$ cat config.mk
export PLATFORM = sky130hd
export DESIGN_NAME = multicycle_control_flat
export DESIGN_NICKNAME = d
export VERILOG_FILES = /design/src/rtl/multicycle_control_if.sv /design/src/rtl/multicycle_control.sv /design/src/flat_wrapper.sv
export SDC_FILE = /design/constraint.sdc
export NUM_CORES = 1
export LEC_CHECK = 0
export BUFFER_PORTS_ARGS = -buffer_cell sky130_fd_sc_hd__buf_2
export CORE_ASPECT_RATIO = 1.2
export CORE_MARGIN = 5
export CORE_UTILIZATION = 38
export CTS_BUF_LIST = sky130_fd_sc_hd__clkbuf_8
export CTS_CLUSTER_SIZE = 24
export DETAILED_ROUTE_END_ITERATION = 8
export GPL_TIMING_DRIVEN = 0
export PLACE_DENSITY = 0.67
export SLEW_MARGIN = 10
export SYNTH_ARGS = -nofsm -noshare
export SYNTH_HDL_FRONTEND = slang
export SYNTH_SLANG_ARGS = --single-unit
$ cat constraint.sdc
create_clock -name clock -period 2.6 [get_ports clock]
set_clock_uncertainty 0.05 [all_clocks]
set_input_delay 0.26 -clock clock [delete_from_list [all_inputs] [get_ports clock]]
set_output_delay 0.26 -clock clock [all_outputs]
set_load 0.01 [all_outputs]
$ cat src/rtl/multicycle_control_if.sv
// Control bus between the multi-cycle controller (master) and the datapath (slave):
// opcode in, every datapath strobe plus debug/status signals out.
interface multicycle_control_if #(
  parameter int CNT_W = 16
);
  logic [2:0]       opcode;
  logic [1:0]       ALUOp;
  logic [1:0]       ALUSrcB;
  logic [1:0]       PCSource;
  logic             RegDst;
  logic             MemtoReg;
  logic             MemRead;
  logic             MemWrite;
  logic             IorD;
  logic             RegWrite;
  logic             IRWrite;
  logic             PCWrite;
  logic             PCWriteCond;
  logic             ALUSrcA;
  logic [3:0]       state;
  logic             illegal_op;
  logic             halted;
  logic [CNT_W-1:0] instr_count;

  modport master (
    input  opcode,
    output ALUOp, ALUSrcB, PCSource, RegDst, MemtoReg, MemRead, MemWrite, IorD,
           RegWrite, IRWrite, PCWrite, PCWriteCond, ALUSrcA,
           state, illegal_op, halted, instr_count
  );

  modport slave (
    output opcode,
    input  ALUOp, ALUSrcB, PCSource, RegDst, MemtoReg, MemRead, MemWrite, IorD,
           RegWrite, IRWrite, PCWrite, PCWriteCond, ALUSrcA,
           state, illegal_op, halted, instr_count
  );
endinterface

$ cat src/rtl/multicycle_control.sv
// Moore main control FSM for the 16-bit multi-cycle processor, with retired-instruction
// counter and illegal-opcode pulse. Define MULTICYCLE_CONTROL_HALT_EN to add the HALT state.
module multicycle_control #(
  parameter int CNT_W = 16
) (
  input logic             clock,
  input logic             reset,
  multicycle_control_if.master bus
);

  typedef enum logic [3:0] {
    S_FETCH   = 4'd0,
    S_DECODE  = 4'd1,
    S_MEMADDR = 4'd2,
    S_MEMRD   = 4'd3,
    S_MEMWB   = 4'd4,
    S_MEMWR   = 4'd5,
    S_EXEC    = 4'd6,
    S_RWB     = 4'd7,
    S_BRANCH  = 4'd8,
    S_JUMP    = 4'd9,
    S_ADDIEX  = 4'd10,
    S_ADDIWB  = 4'd11
`ifdef MULTICYCLE_CONTROL_HALT_EN
    , S_HALT  = 4'd12
`endif
  } state_t;

  typedef struct packed {
    logic [1:0] alu_op;
    logic [1:0] alu_src_b;
    logic [1:0] pc_source;
    logic       reg_dst;
    logic       memto_reg;
    logic       mem_read;
    logic       mem_write;
    logic       iord;
    logic       reg_write;
    logic       ir_write;
    logic       pc_write;
    logic       pc_write_cond;
    logic       alu_src_a;
  } ctrl_t;

  state_t           state_q;
  state_t           next_state;
  ctrl_t            ctrl;
  logic             illegal;
  logic             retire;
  logic [CNT_W-1:0] count_q;
`ifdef MULTICYCLE_CONTROL_HALT_EN
  logic             halt_flag;
`endif

  // NOTE: every variable gets a default before the case so no path leaves one unassigned (no latches).
  always_comb begin
    ctrl       = '0;
    next_state = S_FETCH;
    illegal    = 1'b0;
    retire     = 1'b0;
`ifdef MULTICYCLE_CONTROL_HALT_EN
    halt_flag  = 1'b0;
`endif
    case (state_q)
      S_FETCH: begin
        ctrl.mem_read  = 1'b1;
        ctrl.ir_write  = 1'b1;
        ctrl.alu_src_b = 2'b01;
        ctrl.pc_write  = 1'b1;
        next_state     = S_DECODE;
      end
      S_DECODE: begin
        // Branch target is precomputed here while the opcode is decoded.
        ctrl.alu_src_b = 2'b11;
        case (bus.opcode)
          3'b000:         next_state = S_EXEC;
          3'b001, 3'b010: next_state = S_MEMADDR;
          3'b011:         next_state = S_BRANCH;
          3'b100:         next_state = S_JUMP;
          3'b101:         next_state = S_ADDIEX;
`ifdef MULTICYCLE_CONTROL_HALT_EN
          3'b111: begin
            next_state = S_HALT;
            retire     = 1'b1;
          end
`endif
          default:        illegal    = 1'b1;
        endcase
      end
      S_MEMADDR: begin
        ctrl.alu_src_a = 1'b1;
        ctrl.alu_src_b = 2'b10;
        next_state     = (bus.opcode == 3'b010) ? S_MEMWR : S_MEMRD;
      end
      S_MEMRD: begin
        ctrl.mem_read = 1'b1;
        ctrl.iord     = 1'b1;
        next_state    = S_MEMWB;
      end
      S_MEMWB: begin
        ctrl.memto_reg = 1'b1;
        ctrl.reg_write = 1'b1;
        retire         = 1'b1;
      end
      S_MEMWR: begin
        ctrl.mem_write = 1'b1;
        ctrl.iord      = 1'b1;
        retire         = 1'b1;
      end
      S_EXEC: begin
        ctrl.alu_src_a = 1'b1;
        ctrl.alu_op    = 2'b10;
        next_state     = S_RWB;
      end
      S_RWB: begin
        ctrl.reg_dst   = 1'b1;
        ctrl.reg_write = 1'b1;
        retire         = 1'b1;
      end
      S_BRANCH: begin
        ctrl.alu_src_a     = 1'b1;
        ctrl.alu_op        = 2'b01;
        ctrl.pc_write_cond = 1'b1;
        ctrl.pc_source     = 2'b01;
        retire             = 1'b1;
      end
      S_JUMP: begin
        ctrl.pc_write  = 1'b1;
        ctrl.pc_source = 2'b10;
        retire         = 1'b1;
      end
      S_ADDIEX: begin
        ctrl.alu_src_a = 1'b1;
        ctrl.alu_src_b = 2'b10;
        next_state     = S_ADDIWB;
      end
      S_ADDIWB: begin
        ctrl.reg_write = 1'b1;
        retire         = 1'b1;
      end
`ifdef MULTICYCLE_CONTROL_HALT_EN
      S_HALT: begin
        next_state = S_HALT;
        halt_flag  = 1'b1;
      end
`endif
      default: next_state = S_FETCH;
    endcase

    // Reset gates every strobe immediately so no write can slip out before the edge.
    if (reset) begin
      ctrl    = '0;
      illegal = 1'b0;
    end
  end

  // NOTE: reset is synchronous here; it is sampled only on the rising clock edge.
  always_ff @(posedge clock) begin
    if (reset) begin
      state_q <= S_FETCH;
      count_q <= '0;
    end else begin
      // NOTE: non-blocking assignments so every register updates from pre-edge values.
      state_q <= next_state;
      if (retire) count_q <= count_q + CNT_W'(1);
    end
  end

  assign bus.ALUOp       = ctrl.alu_op;
  assign bus.ALUSrcB     = ctrl.alu_src_b;
  assign bus.PCSource    = ctrl.pc_source;
  assign bus.RegDst      = ctrl.reg_dst;
  assign bus.MemtoReg    = ctrl.memto_reg;
  assign bus.MemRead     = ctrl.mem_read;
  assign bus.MemWrite    = ctrl.mem_write;
  assign bus.IorD        = ctrl.iord;
  assign bus.RegWrite    = ctrl.reg_write;
  assign bus.IRWrite     = ctrl.ir_write;
  assign bus.PCWrite     = ctrl.pc_write;
  assign bus.PCWriteCond = ctrl.pc_write_cond;
  assign bus.ALUSrcA     = ctrl.alu_src_a;
  assign bus.state       = state_q;
  assign bus.illegal_op  = illegal;
  assign bus.instr_count = count_q;
`ifdef MULTICYCLE_CONTROL_HALT_EN
  assign bus.halted      = halt_flag;
`else
  assign bus.halted      = 1'b0;
`endif

endmodule

$ cat src/flat_wrapper.sv
// flat-port wrapper written by rule: the top's interface ports become plain ports
module multicycle_control_flat 
#(
  parameter int CNT_W = 16
)
  (clock, reset, bus_opcode, bus_ALUOp, bus_ALUSrcB, bus_PCSource, bus_RegDst, bus_MemtoReg, bus_MemRead, bus_MemWrite, bus_IorD, bus_RegWrite, bus_IRWrite, bus_PCWrite, bus_PCWriteCond, bus_ALUSrcA, bus_state, bus_illegal_op, bus_halted, bus_instr_count);
  multicycle_control_if #(.CNT_W(CNT_W)) bus_i ();
  input logic clock;
  input logic reset;
  input wire logic [$bits(bus_i.opcode)-1:0] bus_opcode;
  output wire logic [$bits(bus_i.ALUOp)-1:0] bus_ALUOp;
  output wire logic [$bits(bus_i.ALUSrcB)-1:0] bus_ALUSrcB;
  output wire logic [$bits(bus_i.PCSource)-1:0] bus_PCSource;
  output wire logic [$bits(bus_i.RegDst)-1:0] bus_RegDst;
  output wire logic [$bits(bus_i.MemtoReg)-1:0] bus_MemtoReg;
  output wire logic [$bits(bus_i.MemRead)-1:0] bus_MemRead;
  output wire logic [$bits(bus_i.MemWrite)-1:0] bus_MemWrite;
  output wire logic [$bits(bus_i.IorD)-1:0] bus_IorD;
  output wire logic [$bits(bus_i.RegWrite)-1:0] bus_RegWrite;
  output wire logic [$bits(bus_i.IRWrite)-1:0] bus_IRWrite;
  output wire logic [$bits(bus_i.PCWrite)-1:0] bus_PCWrite;
  output wire logic [$bits(bus_i.PCWriteCond)-1:0] bus_PCWriteCond;
  output wire logic [$bits(bus_i.ALUSrcA)-1:0] bus_ALUSrcA;
  output wire logic [$bits(bus_i.state)-1:0] bus_state;
  output wire logic [$bits(bus_i.illegal_op)-1:0] bus_illegal_op;
  output wire logic [$bits(bus_i.halted)-1:0] bus_halted;
  output wire logic [$bits(bus_i.instr_count)-1:0] bus_instr_count;
  assign bus_i.opcode = bus_opcode;
  assign bus_ALUOp = bus_i.ALUOp;
  assign bus_ALUSrcB = bus_i.ALUSrcB;
  assign bus_PCSource = bus_i.PCSource;
  assign bus_RegDst = bus_i.RegDst;
  assign bus_MemtoReg = bus_i.MemtoReg;
  assign bus_MemRead = bus_i.MemRead;
  assign bus_MemWrite = bus_i.MemWrite;
  assign bus_IorD = bus_i.IorD;
  assign bus_RegWrite = bus_i.RegWrite;
  assign bus_IRWrite = bus_i.IRWrite;
  assign bus_PCWrite = bus_i.PCWrite;
  assign bus_PCWriteCond = bus_i.PCWriteCond;
  assign bus_ALUSrcA = bus_i.ALUSrcA;
  assign bus_state = bus_i.state;
  assign bus_illegal_op = bus_i.illegal_op;
  assign bus_halted = bus_i.halted;
  assign bus_instr_count = bus_i.instr_count;
  multicycle_control #(.CNT_W(CNT_W)) u_core (.clock(clock), .reset(reset), .bus(bus_i));
endmodule
==> results of run 1 <==
==> through the flow <==
stage | instance area (sq um) | hold WS (ns) | setup WS [ns] | instances
after floorplan | 1210 | 0.446 | 0.820 | 159
after global placement | 1460 | 0.439 | 0.730 | 236
after detailed placement | 1460 | 0.440 | 0.731 | 236
after CTS | 1520 | 0.328 | 0.628 | 240
after global routing | 1520 | 0.359 | 0.420 | 240
final | 1520 | 0.331 | 0.633 | 240
==> Yosys cell counts, types with 5 or more instances <==
cell type  instances  area [sq um]
dfxtp_1           20           400
o21ai_0            5          25.0
nor3_1             7          35.0
nand3_1            7          35.0
xnor2_1            6          52.6
nor4_1             6          37.5
clkbuf_1           8          30.0
inv_1              5          18.8
a21oi_1           10          50.1
nand2_1           11          41.3
nand2b_1           5          31.3
nor2b_1            5          31.3
nor2_1            21          78.8
==> critical path: cells and delay by family, from the launching register on <==
kind                   cells  cell delay (ns)
buffers and inverters      2             0.56
and+or+nand+nor            1             0.09
AOI/OAI and AO/OA          1             0.35
DFF                        1             0.40
==> logic make-up (layout without fill, tap and decap cells) <==
kind of cell,Yosys count,count (layout),share of synthesized area
and+or+nand+nor,82,82,0.363
AOI/OAI and AO/OA,26,26,0.135
DFF,20,20,0.330
buffers and inverters,16,61,0.0588
xor gates and xnor gates,9,9,0.0650
muxes,3,3,0.0268
adders and majority gates,2,2,0.0186
other,1,1,0.00309
==> sequential cells by signal, summed over array words and instances, names as in the netlist <==
signal	cells
u_core.bus.instr_count	16
u_core.bus.state	4
==> report_power, final <==
group          internal [mW]  leakage, nW  switching, mW  total, mW
clock network          0.135       0.0288          0.101      0.235
logic                 0.0472        0.457         0.0760      0.123
registers              0.313        0.162        0.00901      0.322
==> routing by layer <==
metal / vias to the layer above / share of wire / global-route usage / wire, microns
met2: 30 / 0.45 / 0.226 / 1360
met5: - / 0 / 0 / 0
met1: 567 / 0.48 / 0.190 / 1450
met4: 0 / 0.0090 / 0.0684 / 27
li1: 655 / - / - / -
met3: 2 / 0.052 / 0.0249 / 156
==> cells in the final DEF (no fill, tap or decap), types with 6 or more instances in the layout <==
cell	n
nor3_1	7
nand2_1	11
dfxtp_1	20
clkbuf_1	8
buf_2	41
nor4_1	6
xnor2_1	6
nor2_1	21
nand3_1	7
a21oi_1	10
==> worst max path at each step <==
stage                        startpoint                    endpoint  slack [ns]  cells past startpoint
global route        u_core.bus.state[1]                 bus_ALUSrcA        0.42                      4
CTS                 u_core.bus.state[1]                 bus_ALUSrcA        0.63                      4
global placement    u_core.bus.state[0]  u_core.bus.instr_count[11]        0.73                      5
finish              u_core.bus.state[1]                 bus_ALUSrcA        0.63                      4
floorplan           u_core.bus.state[0]  u_core.bus.instr_count[11]        0.82                      5
detailed placement  u_core.bus.state[1]  u_core.bus.instr_count[11]        0.73                      5
==> cell type report <==
class                   count  area [sq um]  area share
multi-input cells         123           742       0.488
flip-flops and latches     20           400       0.264
repair buffers             41           205       0.135
clock buffers               4          55.1      0.0362
plain buffers              11          52.6      0.0346
well taps                  36          45.0      0.0297
inverters                   5          18.8      0.0124
==> impl_metrics.yaml, run 1 <==
timing:
  drv_slew: 0
  setup_viol: 0
  worstMarginPinSlew_ns: 0.506
  finalHoldViolations: 0
  setup_tns_ns: 0
  period_needed_ns: 1.97
  fmaxAchievable_ghz: 0.508
  rsz0062_at_grt: "false"
  period_share: 0.757
  slew_headroom: 0.663
clocking:
  cts_root_buf: "clkbuf_8"
  cts_tree: "built"
  numCtsBuffers: 3
  cts_resized: 0
  cts_sinks: 20
  hold_buffers: 0
  h-tree-depth: 1
  clk_pin_slew_ns: 0.07
  insertion_delay_ns: 0.26
  clockBufferDepth: 2
  cts_setup_buffers: 0
die:
  initial_utilization: 0.394
  io_pins: 43
  die_y_microns: 71.9
  die_x_microns: 61.6
  dieArea_sq_um: 4430
  core_sq_um: 3080
  rows: 22
yosys:
  synth_cells: 159
  syn_nets: 165
  synthArstFlopShare: 0
  ys_seq_area_frac: 0.330
  netlist_area_sq_um: 1210
  ys_ff_latch: 20
  yosys_most_used_dff: "dfxtp_1"
  synth_warnings: 0
  synth-edff-count: 0
  ys_types: 37
  syn_area_per_cell_sq_um: 7.63
route:
  antenna_left: 0
  drt-vias-per-instance: 5.23
  drtIter0Drc: 33
  routed_wl_microns: 3000
  drt-pass1-iter-count: 4
  drc: 0
  via_count: 1254
  routedWlPerCell_microns: 12.5
placement:
  io_buffers: 41
  gp_congestion: 0.799
  hpwl_microns: 2320
global_routing:
  grt_pass1_wl_microns: 5090
  overflow: 0
  grt_max_degree: 12
  grtUsageTotal: 0.145
  grt_pass1_vias: 1206
  antenna_found_initial: 0
critical_path:
  worst_r2r_endpoint: "u_core.bus.instr_count[11]"
  arrival_ns: 1.66
  crit_slowest_cell: "dfxtp_1"
  cpPeakStageDelay_ns: 0.40
  regToRegStartpoint: "u_core.bus.state[1]"
  crit_fanout: 10
  reg2reg_slack_ns: 0.70
  endpoint_kind: "output port"
  critPathRequiredTime_ns: 2.29
  crit_path_start_kind: "flip-flop"
  rr_worst_depth: 5
  crit_type: "flip-flop to output port"
  worstPathCellList: "clkbuf_1, nor2_1, a2111oi_0, buf_2"
hold_path:
  min_delay_path_depth: 4
  hp-start: "bus_opcode[0]"
  hp-class: "primary input to flip-flop"
  min_to: "u_core.bus.state[0]"
final_layout:
  antenna_cells: 0
  layout-drive-gt1-share: 0.255
  layout-area-overhead-vs-synth_pct: 25.2
  fillerInstances: 324
  num-nets-final: 211
  final_util: 0.493
power_and_ir_drop:
  leakagePower_nw: 0.647
  peakVddDrop_mv: 0.282
  totalPowerFinal_mw: 0.680
  powerDensity_nw_per_um2: 448
status:
  status: "completed"
job:
  drv_cap: 0
Note: power is estimated with default switching activity, not from simulation.
==> run 2: changes to the inputs <==
--- a/config.mk
+++ b/config.mk
@@ -13,7 +13,7 @@
 export CTS_CLUSTER_SIZE = 24
 export DETAILED_ROUTE_END_ITERATION = 8
 export GPL_TIMING_DRIVEN = 0
-export PLACE_DENSITY = 0.67
+export PLACE_DENSITY = 0.69
 export SLEW_MARGIN = 10
 export SYNTH_ARGS = -nofsm -noshare
 export SYNTH_HDL_FRONTEND = slang
==> constraint.sdc (replaced) <==
create_clock -name clock -period 1.7 [get_ports clock]
set_clock_uncertainty 0.05 [all_clocks]
set_input_delay 0.17 -clock clock [delete_from_list [all_inputs] [get_ports clock]]
set_output_delay 0.17 -clock clock [all_outputs]
set_load 0.01 [all_outputs]
==> run 2 against run 1 <==
Wire length increased by 4.7%. Global-route usage increased by 0.39 points. Clock power increased by 32%. Largest cell class unchanged. Register-to-register slack got worse by 0.68 ns.
==> impl_metrics.yaml, run 2 (same netlist as run 1, synthesis figures left out) <==
timing:
  period_needed_ns: 1.68
  fmaxAchievable_ghz: 0.594
  drv_slew: 0
  rsz0062_at_grt: "true"
  worstMarginPinSlew_ns: 0.522
  period_share: 0.990
  setup_viol: 0
  finalHoldViolations: 0
  slew_headroom: 0.652
clocking:
  cts_sinks: 20
  cts_tree: "built"
  clk_pin_slew_ns: 0.07
  numCtsBuffers: 3
  hold_buffers: 0
  h-tree-depth: 1
  clockBufferDepth: 2
  cts_root_buf: "clkbuf_8"
  insertion_delay_ns: 0.26
global_routing:
  grt_pass1_vias: 1208
  grtUsageTotal: 0.149
  grt_max_degree: 11
  grt_pass1_wl_microns: 5310
  overflow: 0
  antenna_found_initial: 0
hold_path:
  hp-class: "primary input to flip-flop"
  min_delay_path_depth: 4
critical_path:
  crit_fanout: 9
  critPathRequiredTime_ns: 1.85
  path_buf_inv: 0
  rr_worst_depth: 4
  worstPathCellList: "nor2b_4, or3_4, or4_4, a21oi_2"
  worst-path-stages: 4
  endpoint_kind: "flip-flop"
  crit_path_start_kind: "flip-flop"
  cpLargestDelayFamily: "simple AND/OR/NAND/NOR gates"
  arrival_ns: 1.83
  crit_type: "flip-flop to flip-flop"
  cpPeakStageDelay_ns: 0.49
  crit_slowest_cell: "or4_4"
die:
  die_x_microns: 61.6
  initial_utilization: 0.394
  core_sq_um: 3080
  die_y_microns: 71.9
  dieArea_sq_um: 4430
  rows: 22
  io_pins: 43
power_and_ir_drop:
  peakVddDrop_mv: 0.559
  powerDensity_nw_per_um2: 626
  totalPowerFinal_mw: 1.03
  leakagePower_nw: 0.682
placement:
  hpwl_microns: 2310
  io_buffers: 41
  gp_congestion: 0.837
route:
  routedWlPerCell_microns: 13.1
  wl_met1_microns: 1410
  drtIter0Drc: 40
  drt-pass1-iter-count: 4
  drc: 0
  top_layer: "met4"
  met3_length_microns: 203
  wl_met2_microns: 1480
  via_count: 1277
  antenna_left: 0
  drt-vias-per-instance: 5.32
  routed_wl_microns: 3140
final_layout:
  layout-drive-gt1-share: 0.392
  fillerInstances: 326
  layout-area-overhead-vs-synth_pct: 36.0
  num-nets-final: 212
  antenna_cells: 0
  layout.cells.most_common: "buf_2"
  final_util: 0.535
  final_cell_mix: "42 x buf_2, 19 x nor2_1, 13 x dfxtp_1"
  largest_reg_flops: 16
job:
  drv_cap: 0
status:
  status: "completed"
-- run 2: worst paths after layout --
path	start	slack, ns	end
max	u_core.bus.state[1]	0.02	u_core.bus.instr_count[11]
min	bus_opcode[0]	0.24	u_core.bus.state[0]
max reg2reg	u_core.bus.state[1]	0.02	u_core.bus.instr_count[11]
min reg2reg	u_core.bus.instr_count[8]	0.44	u_core.bus.instr_count[8]
-- run 2: report_power, final --
group	switching (mW)	leakage, nW	total (mW)	internal [mW]
sequential	0.0206	0.166	0.499	0.478
combinational	0.128	0.495	0.224	0.0958
clock	0.152	0.0216	0.310	0.158
-- run 2: tightest hold or removal path, stage by stage --
cell and delay, ns:
buf_2 0.11, nor2b_1 0.06, a2bb2oi_1 0.13, nor2_1 0.04
-- run 2: per-layer routing --
metal / vias up / global-route usage
li1: 657 / -
met1: 580 / 0.194
met2: 36 / 0.239
met3: 4 / 0.0231
met4: 0 / 0.0637
met5: - / 0
-- run 2: timing repair --
| item | 4_1_cts | 5_1_grt |
|---|---|---|
| gates resized for setup | 9 | 37 |
| setup buffers | 1 | 1 |
| endpoints found under the setup margin | 11 | 13 |
| pin swaps | 1 | 3 |
-- run 2: final cells by class --
| class | instances | area (sq um) | share of cell area |
|---|---|---|---|
| multi-input cells | 123 | 836 | 0.506 |
| plain buffers | 10 | 70.1 | 0.0425 |
| inverters | 5 | 18.8 | 0.0114 |
| well taps | 36 | 45.0 | 0.0273 |
| repair buffers | 43 | 220 | 0.133 |
| flip-flops and latches | 20 | 419 | 0.254 |
| clock buffers | 3 | 41.3 | 0.0250 |
-- run 2: through the flow --
step           worst slack (ns)  setup TNS [ns]  instance area, sq um  instances  hold WS [ns]
2_1_floorplan            0.0159               0                  1220        159         0.348
3_3_place_gp            -0.0583          -0.122                  1470        236         0.437
3_5_place_dp            -0.0695          -0.149                  1470        236         0.437
4_1_cts                 -0.0368         -0.0368                  1540        239         0.235
5_1_grt                 -0.0420         -0.0446                  1650        240         0.266
6_report                 0.0170               0                  1650        240         0.240
==> run 3: changes to the inputs <==
--- a/config.mk
+++ b/config.mk
@@ -7,7 +7,7 @@
 export LEC_CHECK = 0
 export BUFFER_PORTS_ARGS = -buffer_cell sky130_fd_sc_hd__buf_2
 export CORE_ASPECT_RATIO = 1.2
-export CORE_MARGIN = 5
+export CORE_MARGIN = 4
 export CORE_UTILIZATION = 38
 export CTS_BUF_LIST = sky130_fd_sc_hd__clkbuf_8
 export CTS_CLUSTER_SIZE = 24
==> constraint.sdc (replaced) <==
create_clock -name clock -period 1.35 [get_ports clock]
set_clock_uncertainty 0.05 [all_clocks]
set_input_delay 0.135 -clock clock [delete_from_list [all_inputs] [get_ports clock]]
set_output_delay 0.135 -clock clock [all_outputs]
set_load 0.05 [all_outputs]
==> run 3 against run 2 <==
The run now ends with setup timing left. Combinational power increased to 3.4 times the previous value. Worst setup slack lost 0.32 ns. Sequential power is 26% higher. Count of clock-buffer cells in the layout stayed put. Flip-flop and latch count is the same. Critical path type is now flip-flop to output port.
==> impl_metrics.yaml, run 3 (same netlist as run 1, synthesis figures left out) <==
status:
  violations: "setup timing"
  status: "finished, violations left"
critical_path:
  endpoint_kind: "output port"
  crit_slowest_cell: "dfxtp_4"
  crit_path_start_kind: "flip-flop"
  rr_worst_depth: 4
  regToRegStartpoint: "u_core.bus.state[2]"
  cpPeakStageDelay_ns: 0.40
  crit_fanout: 7
  critPathRequiredTime_ns: 1.16
  worstPathCellList: "clkbuf_16, nand2b_4, o22a_1, nor2_4, buf_8"
  arrival_ns: 1.47
  crit_type: "flip-flop to output port"
  reg2reg_slack_ns: -0.28
  worst_r2r_endpoint: "u_core.bus.instr_count[11]"
final_layout:
  layout-drive-gt1-share: 0.704
  num-nets-final: 250
  largest_reg_flops: 16
  final_cell_mix: "28 x buf_6, 25 x buf_4, 24 x buf_2"
  antenna_cells: 0
  fillerInstances: 163
  stdcell_area_sq_um: 2610
  layout-area-overhead-vs-synth_pct: 115
  layout.cells.most_common: "buf_6"
route:
  wl_met2_microns: 2910
  met3_length_microns: 192
  routedWlPerCell_microns: 18.3
  wl_met1_microns: 1870
  routed_wl_microns: 5100
  antenna_left: 0
  drc: 0
  top_layer: "met4"
  drt-pass1-iter-count: 4
  drtIter0Drc: 49
  drt-vias-per-instance: 5.62
  via_count: 1569
timing:
  rsz0062_at_grt: "true"
  worstMarginPinSlew_ns: 0.811
  timing.final.ws_setup_ns: -0.305
  setup_viol: 32
  period_needed_ns: 1.66
  slew_headroom: 0.459
  setup_tns_ns: -6.06
  drv_slew: 0
  period_share: 1.23
  finalHoldViolations: 0
  fmaxAchievable_ghz: 0.604
power_and_ir_drop:
  peakVddDrop_mv: 0.559
  p_int_mw: 1.13
  power.switching_mw: 0.648
  powerDensity_nw_per_um2: 684
  leakagePower_nw: 1.00
  switching_share: 0.364
  clkPwrFrac: 0.215
  totalPowerFinal_mw: 1.78
  pwr-share-seq: 0.354
  pwr-share-comb: 0.431
clocking:
  cts_sinks: 20
  h-tree-depth: 1
  clk_pin_slew_ns: 0.07
  insertion_delay_ns: 0.25
  numCtsBuffers: 3
  hold_buffers: 0
  cts_tree: "built"
  clockBufferDepth: 2
  cts_root_buf: "clkbuf_8"
die:
  die_y_microns: 69.9
  io_pins: 43
  dieArea_sq_um: 4170
  rows: 22
  core_sq_um: 3060
  initial_utilization: 0.397
  die_x_microns: 59.6
hold_path:
  min_delay_path_depth: 3
  hp-start: "reset"
  hp-class: "primary input to flip-flop"
  min_to: "u_core.bus.instr_count[9]"
placement:
  gp_congestion: 0.727
  hpwl_microns: 2650
  placed_area_sq_um: 1790
  io_buffers: 41
job:
  drv_cap: 0
global_routing:
  grt_pass1_vias: 1586
  grt_max_degree: 12
  overflow: 0
  grt_pass1_wl_microns: 7400
  grtUsageTotal: 0.226
  antenna_found_initial: 0
-- run 3: power by group through the flow --
stage / Sequential [mW] / Clock, mW / Combinational, mW
2_1_floorplan: 0.678 / 0 / 0.351
3_3_place_gp: 0.636 / 0 / 0.476
3_5_place_dp: 0.636 / 0 / 0.481
4_1_cts: 0.634 / 0.393 / 0.686
5_1_grt: 0.633 / 0.414 / 0.803
6_report: 0.631 / 0.382 / 0.768
-- run 3: worst max-delay path by stage --
stage,from,to,slack [ns],cells after the start
finish,u_core.bus.state[3],bus_RegWrite,-0.31,5
global route,u_core.bus.state[3],bus_RegDst,-0.36,5
CTS,u_core.bus.state[2],u_core.bus.instr_count[7],-0.31,4
detailed placement,reset,bus_RegWrite,-0.49,5
global placement,reset,bus_RegWrite,-0.47,5
floorplan,u_core.bus.state[1],bus_ALUOp[0],-0.40,3
-- run 3: timing repair --
| action | in CTS | in global routing |
|---|---|---|
| buffers inserted | 28 | 12 |
| pin swaps | 23 | 13 |
| gates resized for setup | 90 | 19 |
| endpoints found under the setup margin | 34 | 36 |
-- run 3: critical path, delay by kind of cell (launching register included) --
family / cells / cell delay, ns
and+or+nand+nor: 2 / 0.27
DFF: 1 / 0.40
AOI/OAI and AO/OA: 1 / 0.22
buffers and inverters: 2 / 0.33
-- run 3: final cells by class --
cell class	instances	area (sq um)	area share
Buffer	10	143	0.0547
Sequential cell	20	442	0.169
Tap cell	36	45.0	0.0173
Clock inverter	1	3.75	0.00144
Timing Repair Buffer	81	708	0.272
Inverter	5	22.5	0.00864
Clock buffer	3	41.3	0.0158
Multi-Input combinational cell	123	1200	0.461
-- run 3: per-layer routing --
| layer | up-vias | global-route usage |
|---|---|---|
| li1 | 736 | - |
| met1 | 766 | 0.268 |
| met2 | 55 | 0.402 |
| met3 | 12 | 0.0166 |
| met4 | 0 | 0.0985 |
| met5 | - | 0 |
-- run 3: stage by stage --
stage / std cells / hold slack, ns / worst slack [ns] / utilization
after global placement: 236 / 0.410 / -0.474 / 0.587
after detailed placement: 236 / 0.442 / -0.487 / 0.587
after floorplan: 159 / 0.311 / -0.396 / -
after CTS: 267 / 0.226 / -0.314 / 0.797
after global routing: 279 / 0.293 / -0.361 / 0.853
final: 279 / 0.266 / -0.305 / 0.853
